### src/rtl/capture_pkg.sv
`default_nettype none
// ============================================================================
// Package     : capture_pkg
// Description : Shared types and constants for the capture read-back path.
// Revision    : 1.0 - initial release
// ============================================================================
package capture_pkg;

    typedef enum logic [1:0] {
        RB_IDLE  = 2'd0,
        RB_REQ   = 2'd1,
        RB_WAIT  = 2'd2,
        RB_DRAIN = 2'd3
    } rb_state_t;

    localparam int RD_LEN_W   = 5;
    localparam int ADDR_SHIFT = 2;
    localparam int IDX_W      = 32 - ADDR_SHIFT;

endpackage : capture_pkg
`default_nettype wire

### src/rtl/rb_fifo.sv
`default_nettype none
// ============================================================================
// Module      : rb_fifo
// Description : Synchronous first-word-fall-through FIFO with flush and
//               free-entry count for read-back credit checking.
// Revision    : 1.0 - initial release
// ============================================================================
module rb_fifo #(
    parameter int DATA_W     = 16,
    parameter int FIFO_DEPTH = 16
) (
    input  logic                            core_clk,
    input  logic                            core_rst_n,
    input  logic                            flush,
    input  logic                            wr_en,
    input  logic [DATA_W-1:0]               wr_data,
    input  logic                            rd_en,
    output logic [DATA_W-1:0]               head,
    output logic                            empty,
    output logic                            full,
    output logic [$clog2(FIFO_DEPTH):0]     free
);

    localparam int AW = $clog2(FIFO_DEPTH);
    localparam int CW = AW + 1;

    logic [DATA_W-1:0] r_mem [FIFO_DEPTH];
    logic [AW-1:0]     r_wr_ptr;
    logic [AW-1:0]     r_rd_ptr;
    logic [CW-1:0]     r_count;
    logic              w_wr;
    logic              w_rd;

    assign w_wr  = wr_en & ~full;
    assign w_rd  = rd_en & ~empty;
    assign empty = (r_count == '0);
    assign full  = (r_count == CW'(FIFO_DEPTH));
    assign free  = CW'(FIFO_DEPTH) - r_count;
    assign head  = empty ? '0 : r_mem[r_rd_ptr];

    always_ff @(posedge core_clk) begin
        if (!core_rst_n || flush) begin
            r_wr_ptr <= '0;
            r_rd_ptr <= '0;
            r_count  <= '0;
        end else begin
            if (w_wr) r_wr_ptr <= r_wr_ptr + AW'(1);
            if (w_rd) r_rd_ptr <= r_rd_ptr + AW'(1);
            case ({w_wr, w_rd})
                2'b10:   r_count <= r_count + CW'(1);
                2'b01:   r_count <= r_count - CW'(1);
                default: r_count <= r_count;
            endcase
        end
    end

    // Storage is not reset; the head is masked to zero while empty.
    always_ff @(posedge core_clk) begin
        if (w_wr) r_mem[r_wr_ptr] <= wr_data;
    end

endmodule : rb_fifo
`default_nettype wire

### src/rtl/capture_readback.sv
`default_nettype none
// ============================================================================
// Module      : capture_readback
// Description : Reads the circular capture buffer out of sample memory in
//               time order and streams it to the host. Optional abort input
//               enabled with `define READBACK_ABORT_EN.
// Revision    : 1.0 - initial release
// ============================================================================
module capture_readback
    import capture_pkg::*;
#(
    parameter int BURST_LEN  = 8,
    parameter int FIFO_DEPTH = 16,
    parameter int DATA_W     = 16
) (
    input  logic                core_clk,
    input  logic                core_rst_n,
    input  logic                rb_start,
    input  logic [31:0]         sd_saddr,
    input  logic [31:0]         sample_depth,
`ifdef READBACK_ABORT_EN
    input  logic                rb_abort,
`endif
    output logic                rd_req,
    output logic [31:0]         rd_addr,
    output logic [RD_LEN_W-1:0] rd_len,
    input  logic                rd_ack,
    input  logic                rd_valid,
    input  logic [DATA_W-1:0]   rd_data,
    output logic                out_valid,
    output logic [DATA_W-1:0]   out_data,
    input  logic                out_ready,
    output logic                rb_busy,
    output logic                rb_done
);

    localparam int FREE_W = $clog2(FIFO_DEPTH) + 1;

    rb_state_t           r_state;
    rb_state_t           w_state_nxt;
    logic [IDX_W-1:0]    r_idx;
    logic [31:0]         r_remain;
    logic [31:0]         r_sent;
    logic [31:0]         r_depth;
    logic [RD_LEN_W-1:0] r_beats;
    logic                r_done;
    logic                r_abort;

    logic                w_abort_in;
    logic [31:0]         w_to_wrap;
    logic [31:0]         w_len32;
    logic [RD_LEN_W-1:0] w_len;
    logic [IDX_W:0]      w_idx_sum;
    logic [IDX_W-1:0]    w_idx_nxt;
    logic                w_credit_ok;
    logic [FREE_W-1:0]   w_free;
    logic                w_empty;
    logic                w_full;
    logic                w_pop;
    logic                w_load;
    logic                w_ack;
    logic                w_beat;
    logic                w_fifo_wr;
    logic                w_flush;
    logic                w_done_set;
    logic                w_abort_set;
    logic                w_req;
    logic                w_unused_bits;

`ifdef READBACK_ABORT_EN
    assign w_abort_in = rb_abort;
`else
    assign w_abort_in = 1'b0;
`endif

    // Burst length: limited by burst size, samples left, and the wrap point.
    always_comb begin
        w_to_wrap = r_depth - {{ADDR_SHIFT{1'b0}}, r_idx};
        w_len32   = 32'(BURST_LEN);
        if (r_remain < w_len32)  w_len32 = r_remain;
        if (w_to_wrap < w_len32) w_len32 = w_to_wrap;
    end

    assign w_len       = w_len32[RD_LEN_W-1:0];
    assign w_credit_ok = (32'(w_free) >= w_len32);
    assign w_idx_sum   = {1'b0, r_idx} + (IDX_W+1)'(w_len);
    assign w_idx_nxt   = ({1'b0, w_idx_sum} == r_depth) ? '0 : w_idx_sum[IDX_W-1:0];
    assign w_pop       = out_valid & out_ready;
    assign out_valid   = ~w_empty;
    assign rb_busy     = (r_state != RB_IDLE);
    assign rb_done     = r_done;

    assign w_unused_bits = ^{sd_saddr[ADDR_SHIFT-1:0], w_len32[31:RD_LEN_W], w_full};

    always_ff @(posedge core_clk) begin
        if (!core_rst_n) r_state <= RB_IDLE;
        else             r_state <= w_state_nxt;
    end

    always_comb begin
        w_state_nxt = r_state;
        w_req       = 1'b0;
        rd_req      = 1'b0;
        rd_addr     = '0;
        rd_len      = '0;
        w_load      = 1'b0;
        w_ack       = 1'b0;
        w_beat      = 1'b0;
        w_fifo_wr   = 1'b0;
        w_flush     = 1'b0;
        w_done_set  = 1'b0;
        w_abort_set = 1'b0;
        case (r_state)
            RB_IDLE: begin
                if (rb_start) begin
                    if (sample_depth != 32'd0) begin
                        w_load      = 1'b1;
                        w_state_nxt = RB_REQ;
                    end else begin
                        w_done_set  = 1'b1;
                    end
                end
            end
            RB_REQ: begin
                w_req  = w_credit_ok;
                rd_req = w_req;
                if (w_req) begin
                    rd_addr = {r_idx, {ADDR_SHIFT{1'b0}}};
                    rd_len  = w_len;
                end
                // An accepted request must still have its beats consumed.
                if (w_req && rd_ack) begin
                    w_ack       = 1'b1;
                    w_state_nxt = RB_WAIT;
                    if (w_abort_in) begin
                        w_flush     = 1'b1;
                        w_abort_set = 1'b1;
                    end
                end else if (w_abort_in) begin
                    w_flush     = 1'b1;
                    w_done_set  = 1'b1;
                    w_state_nxt = RB_IDLE;
                end
            end
            RB_WAIT: begin
                if (w_abort_in) begin
                    w_flush     = 1'b1;
                    w_abort_set = 1'b1;
                end
                if (rd_valid) begin
                    w_beat    = 1'b1;
                    w_fifo_wr = ~(w_abort_in | r_abort);
                    if (r_beats == RD_LEN_W'(1)) begin
                        if (w_abort_in || r_abort) begin
                            w_done_set  = 1'b1;
                            w_state_nxt = RB_IDLE;
                        end else if (r_remain != 32'd0) begin
                            w_state_nxt = RB_REQ;
                        end else begin
                            w_state_nxt = RB_DRAIN;
                        end
                    end
                end
            end
            RB_DRAIN: begin
                if (w_abort_in) begin
                    w_flush     = 1'b1;
                    w_done_set  = 1'b1;
                    w_state_nxt = RB_IDLE;
                end else if (r_sent == r_depth) begin
                    w_done_set  = 1'b1;
                    w_state_nxt = RB_IDLE;
                end
            end
            default: w_state_nxt = RB_IDLE;
        endcase
    end

    always_ff @(posedge core_clk) begin
        if (!core_rst_n) begin
            r_idx    <= '0;
            r_remain <= '0;
            r_sent   <= '0;
            r_depth  <= '0;
            r_beats  <= '0;
            r_done   <= 1'b0;
            r_abort  <= 1'b0;
        end else begin
            r_done <= w_done_set;
            if (w_pop)  r_sent  <= r_sent + 32'd1;
            if (w_beat) r_beats <= r_beats - RD_LEN_W'(1);
            if (w_load) begin
                r_idx    <= sd_saddr[31:ADDR_SHIFT];
                r_remain <= sample_depth;
                r_depth  <= sample_depth;
                r_sent   <= '0;
            end
            if (w_ack) begin
                r_beats  <= w_len;
                r_remain <= r_remain - w_len32;
                r_idx    <= w_idx_nxt;
            end
            if (w_abort_set)                r_abort <= 1'b1;
            else if (w_state_nxt == RB_IDLE) r_abort <= 1'b0;
        end
    end

    rb_fifo #(
        .DATA_W     (DATA_W),
        .FIFO_DEPTH (FIFO_DEPTH)
    ) u_fifo (
        .core_clk   (core_clk),
        .core_rst_n (core_rst_n),
        .flush      (w_flush),
        .wr_en      (w_fifo_wr),
        .wr_data    (rd_data),
        .rd_en      (w_pop),
        .head       (out_data),
        .empty      (w_empty),
        .full       (w_full),
        .free       (w_free)
    );

endmodule : capture_readback
`default_nettype wire
### config.mk
export PLATFORM = sky130hd
export DESIGN_NAME = capture_readback
export DESIGN_NICKNAME = d
export VERILOG_FILES = /design/src/rtl/capture_pkg.sv /design/src/rtl/rb_fifo.sv /design/src/rtl/capture_readback.sv
export SDC_FILE = /design/constraint.sdc
export NUM_CORES = 1
export LEC_CHECK = 0
export CORE_MARGIN = 10
export CORE_UTILIZATION = 45
export CTS_BUF_LIST = sky130_fd_sc_hd__clkbuf_8 sky130_fd_sc_hd__clkbuf_16
export DETAILED_ROUTE_END_ITERATION = 10
export HOLD_SLACK_MARGIN = 0.1
export PLACE_DENSITY_LB_ADDON = 0.1
export SYNTH_ARGS = -nofsm -noshare
export SYNTH_HDL_FRONTEND = slang
export SYNTH_SLANG_ARGS = --single-unit
### constraint.sdc
create_clock -name core_clk -period 8.3 [get_ports core_clk]
set_input_delay 0.83 -clock core_clk [delete_from_list [all_inputs] [get_ports core_clk]]
set_output_delay 0.83 -clock core_clk [all_outputs]
set_load 0.005 [all_outputs]
After elaboration in Yosys (flattened, before gate mapping)
Memory sizes are Yosys's and may differ from the RTL's. A register that Yosys moved wholly into a read port is not among the register bits.
Cells that the tools add are included.
- register bits: 147
- memories: 1
- bits in writable memories: 256
- input port bits: 86
- memory list (name ; depth ; bits a word ; read ports ; clocked after Yosys merged registers in ; write ports ; RTL line ; source):
    u_fifo.r_mem ; 16 ; 16 ; 1 ; 1 ; 1 ; rb_fifo.sv:27 ; logic [DATA_W-1:0] r_mem [FIFO_DEPTH];
- magnitude comparators: 3
- add/subtract/negate cells: 10
- eq/ne operators: 15
- reductions and logical operators: 12
- bitwise gates (word level): 6
- muxes and demuxes: 39
- operators by type and width (kind ; count):
    32-bit 2-to-1 mux ; 6
    30-bit 2-to-1 mux ; 3
    32-bit nonzero test ; 2
    32-bit by 1-bit adder with 32-bit output, second input constant ; 1
    31-bit by 32-bit == test with 1-bit output ; 1
    32-bit == test ; 1
    5-bit by 32-bit greater-or-equal comparator with 1-bit output ; 1
    32-bit less-than comparator ; 1
    32-bit by 4-bit less-than comparator with 1-bit output, second input constant ; 1
    32-bit by 30-bit subtractor with 32-bit output ; 1
    32-bit subtractor ; 1
    30-bit by 5-bit adder with 31-bit output ; 1
    5-bit 2-to-1 mux ; 4
    16-bit 2-to-1 mux ; 1
    2-bit 2-to-1 mux ; 7
    1-bit 2-to-1 mux ; 13
    2-bit != test, second input constant ; 6
    5-bit case mux with 2 select lines ; 1
    5-bit by 1-bit subtractor with 5-bit output, second input constant ; 2
    4-bit by 1-bit adder with 4-bit output, second input constant ; 2
    4-bit 2-to-1 mux ; 2
    2-bit case mux with 4 select lines ; 1
    2-bit nonzero test ; 4
    2-bit == test, second input constant ; 3
    other kinds (13) ; 19

Longest topological paths before layout
- depth in word-level cells: 9
- mapped depth: 36
- gate-level depth less buffers: 34

Modules after synthesis
Synthesis repeated with hierarchy kept, for this count alone.
- cell total of the unflattened synthesis: 2168
- area, all modules: 23005.8 um^2
- modules (own cells, without submodules) (module ; instances ; area each (um^2) ; cells an instance):
    capture_readback ; 1 ; 12294.3 ; 1670
    rb_fifo ; 1 ; 10711.5 ; 498

Worst setup path before layout
No wires, ideal clock.
- path type: flip-flop to flip-flop
- start: register r_idx[16]
- end: register r_idx[22]
- period minus slack after synthesis: 7.776 ns
- library setup time: 0.122 ns
- arrival: 7.654 ns
- cell stages (with the launch flop): 35
- setup slack: 0.524 ns
- cells stage by stage: dfxtp_1 clkbuf_1 inv_1 ha_1 clkbuf_1 a21oi_1 o211a_1 nor3b_1 o21a_1 a221o_1 a211oi_1 ha_1 a21o_1 a21o_1 a21oi_1 o221ai_1 a221oi_1 inv_1 a31oi_1 inv_1 ha_1 fa_1 a32oi_1 a211oi_1 buf_2 xnor2_1 a2111oi_0 nand4_1 a2111oi_0 nand4_1 or3b_1 nor2_1 buf_2 a32oi_1 o21ai_1
- word-level cells in the longest chain between the ends: 8
- RTL lines (element ; RTL line ; source):
    from (decl) ; capture_readback.sv:41 ; logic [IDX_W-1:0] r_idx;
    from (signal assigned) ; capture_readback.sv:193 ; r_idx <= sd_saddr[31:ADDR_SHIFT];
    from (signal assigned) ; capture_readback.sv:201 ; r_idx <= w_idx_nxt;
    branches (longest 8 deep; another with 32-bit by 30-bit subtractor with 32-bit output) ; - ;
Several ways; the timed one is not identified.
A chain may end at the register's enable or synchronous reset.

Worst setup path after layout
- start: register r_idx[0]
- end: register r_idx[9]
Same word-level chain as after synthesis.

==> summary.txt <==
Outcome
  • Outcome: complete, no violations

Drt
  • DR iter-0 viols: 1246
  • Final wirelength: 71.4 mm
  • Routed vias: 18.1k
  • Drt first pass iters: 5
  • Vias per std cell: 5.77
  • Routed wire per std cell: 22.8 um
  • Number of antenna-violating nets in the routed design: 0
  • # DRC: 0

Logic synthesis
  • Synth area leaders: edfxtp_1 34%, dfxtp_1 13%, mux4_2 7.9%
  • Synth cell types: 78
  • Ys Warns: 0
  • Most common cell in the netlist: edfxtp_1
  • Syn Area/Cell: 10.7 um^2
  • Syn Inst Count: 2149
  • Yosys reg bits: 407
  • Most frequent cells after synthesis: 256 x edfxtp_1, 232 x nand2_1, 165 x nor2_1
  • Share of the synthesized area in the top cell type: 33.6%
  • Post-Syn Area: 0.0229 mm^2
  • FFs w/ async S/R, synth: 0%
  • Ys flop type: edfxtp_1
  • Sequential area share after synthesis: 46.8%
  • Post-synth EDFFs: 256
  • Largest area contributor in the netlist: edfxtp_1

Flow run
  • MaxCap Viol Count: 0

Power and ir drop
  • Switching Share: 37.5%
  • Clock power share: 26.2%
  • Int Pwr: 4.81 mW
  • Seq pwr share: 30.1%
  • Pwr per Cell Area: 277 mW/mm^2
  • Total Power: 7.69 mW
  • Leak pwr: 10.4 nW
  • VDD IR max: 0.193 mV
  • Psw: 2.88 mW
  • Combinational share of power: 43.7%

Timing
  • Fin Hold WS: 480 ps
  • Clock Skews: 22.4 ps
  • Peak Freq: 127 MHz
  • Fin crit share: 94.5%
  • RSZ-0062 raised after global routing: false
  • Hold Vio Cnt, Final: 0
  • Relative slew slack: 19.6%
  • Minimum clock period: 7840 ps
  • Tightest Pin Transition: 1200 ps
  • Slew Viols, Final: 0
  • Final setup viols: 0

Place
  • PortBufs: 138
  • Placed cell count: 3044
  • DP HPWL: 53.2 mm
  • Routability Congestion: 0.903

CTS
  • Reg clk slew, reported paths: 60 ps
  • CTS sink count: 407
  • CTS tree: yes
  • # hold bufs at CTS: 0
  • Num CTS Buffers: 46
  • Clock root cell: clkbuf_16
  • H-tree Lvls: 2
  • Worst-Skew Late Latency: 600 ps
  • CTS max path bufs: 3

Floorplan
  • Die X: 246 um
  • Initial Util: 45.5%
  • Die Height: 246 um
  • Die area: 0.0603 mm^2
  • Site Rows: 82
  • CORE AREA: 0.0503 mm^2
  • IO Count: 143

Global routing
  • Gr ovfl total: 0
  • Largest net degree at the start of global routing: 87
  • First-pass GRT wire length: 108 mm
  • Tot GR Track Use: 23.2%
  • Initial antenna violation count: 0
  • Vias in the first global route: 17.9k

Setup path
  • Worst path required time: 8770 ps
  • Crit. End Element: flip-flop
  • CP max stage delay: 530 ps
  • Critical-path top delay cell: a2111oi_2
  • WP data arrival: 8310 ps
  • Crit-path most repeated cell: buf_4
  • Setup CP Type: flip-flop to flip-flop
  • Crit Path Max Fanout: 15
  • Worst setup SP type: flip-flop

Layout
  • Post-layout nets: 2632
  • Final Util: 55.2%
  • Layout area overhead: 21.3%
  • Fill cells: 4477
  • Final Instance Count excl. Fillers: 3135
  • Layout cells sized above 1: 15.6%

Worst hold path
  • Hold Crit Class: flip-flop to flip-flop
-- final timing paths --
check                   start          end  slack, ps  depth (start not counted)
setup / recovery     r_idx[0]     r_idx[9]        460                         35
setup reg to reg     r_idx[0]     r_idx[9]        460                         35
hold reg to reg   r_remain[3]  r_remain[3]        480                          2
hold / removal    r_remain[3]  r_remain[3]        480                          2
-- state kept, by name, indices dropped and copies added (netlist names), named ones only --
name	flops
r_beats	5
r_depth	32
u_fifo.r_wr_ptr	4
rb_done	1
r_idx	30
u_fifo.r_mem	256
r_state	2
r_sent	32
u_fifo.r_count	5
u_fifo.r_rd_ptr	4
r_remain	32
-- per-stage QoR --
step                cell area, um^2  setup TNS (ps)  setup slack (ps)
detailed placement            26100           -1190              -176
floorplan                     23000               0               524
global placement              26100            -389             -98.3
CTS                           27600               0              35.0
global route                  27800               0              35.1
finish                        27800               0               455
-- worst max-delay path: cells and delay by family (launching register included) --
kind	cells	cell delay [ps]
adder cells (fa/ha/maj)	5	1400
buffers and inverters	7	1010
AND/OR/NAND/NOR	6	1190
AO/OA/AOI/OAI	17	3770
flip-flops	1	360
-- kinds of logic after synthesis --
family | synth area share [%]
XOR/XNOR | 6.69
adder cells (fa/ha/maj) | 6.84
AO/OA/AOI/OAI | 12.8
flip-flops | 46.8
multiplexers | 8.09
other | 0.0328
buffers and inverters | 3.24
AND/OR/NAND/NOR | 15.5
-- cell usage in the layout, fill, tap and decap left out, types with 8 or more instances in the layout --
master / n
a311oi_1: 15
nor4_1: 37
a211o_1: 10
conb_1: 30
ha_1: 117
nand4_1: 43
and3_1: 11
a21o_1: 46
a32oi_1: 9
a211oi_1: 18
nand3_1: 71
or3_1: 9
and4_1: 9
nor2_1: 151
o21ai_1: 8
a21oi_1: 125
edfxtp_1: 256
a31oi_1: 24
and2_1: 62
nand2b_1: 13
xnor2_1: 76
inv_1: 88
nor2_2: 12
o21a_1: 22
clkbuf_16: 46
nor3_1: 37
nand2_1: 232
o21ai_0: 63
xor2_1: 91
nor2b_1: 14
o211ai_1: 19
mux4_2: 80
dfxtp_1: 149
clkdlybuf4s50_1: 138
buf_4: 164
-- layer usage --
metal / vias to the layer above / share of wire (%) / GRT usage, %
met5: - / 0 / 0
met4: 0 / 4.4 / 9.86
met3: 139 / 4.9 / 3.52
met2: 508 / 50 / 40.2
met1: 8936 / 41 / 28.2
li1: 8520 / - / -
-- power groups by stage --
stage | Sequential (mW) | Combinational (mW) | Clock [mW]
6_report | 2.31 | 3.36 | 2.02
3_3_place_gp | 2.35 | 3.21 | 0
4_1_cts | 2.31 | 3.28 | 2.06
2_1_floorplan | 2.33 | 2.22 | 0
5_1_grt | 2.33 | 3.70 | 2.13
3_5_place_dp | 2.36 | 3.25 | 0
-- area by class of cell --
cell class / instances / area [um^2] / area share, %
Multi-Input combinational cell: 1586 / 11800 / 42.3
Sequential cell: 407 / 10700 / 38.6
Timing Repair Buffer: 304 / 2650 / 9.53
Clock buffer: 49 / 1190 / 4.29
Tap cell: 672 / 841 / 3.03
Clock inverter: 37 / 315 / 1.14
Inverter: 79 / 298 / 1.07
Antenna cell: 1 / 2.50 / 0.00901
-- timing repair --
item,4_1_cts,5_1_grt
pin swaps,0,6
resized for setup,3,30
buffers inserted,0,4
gates cloned,0,0
endpoints found under the setup margin,18,68
Power figures use the tool's default switching activity.
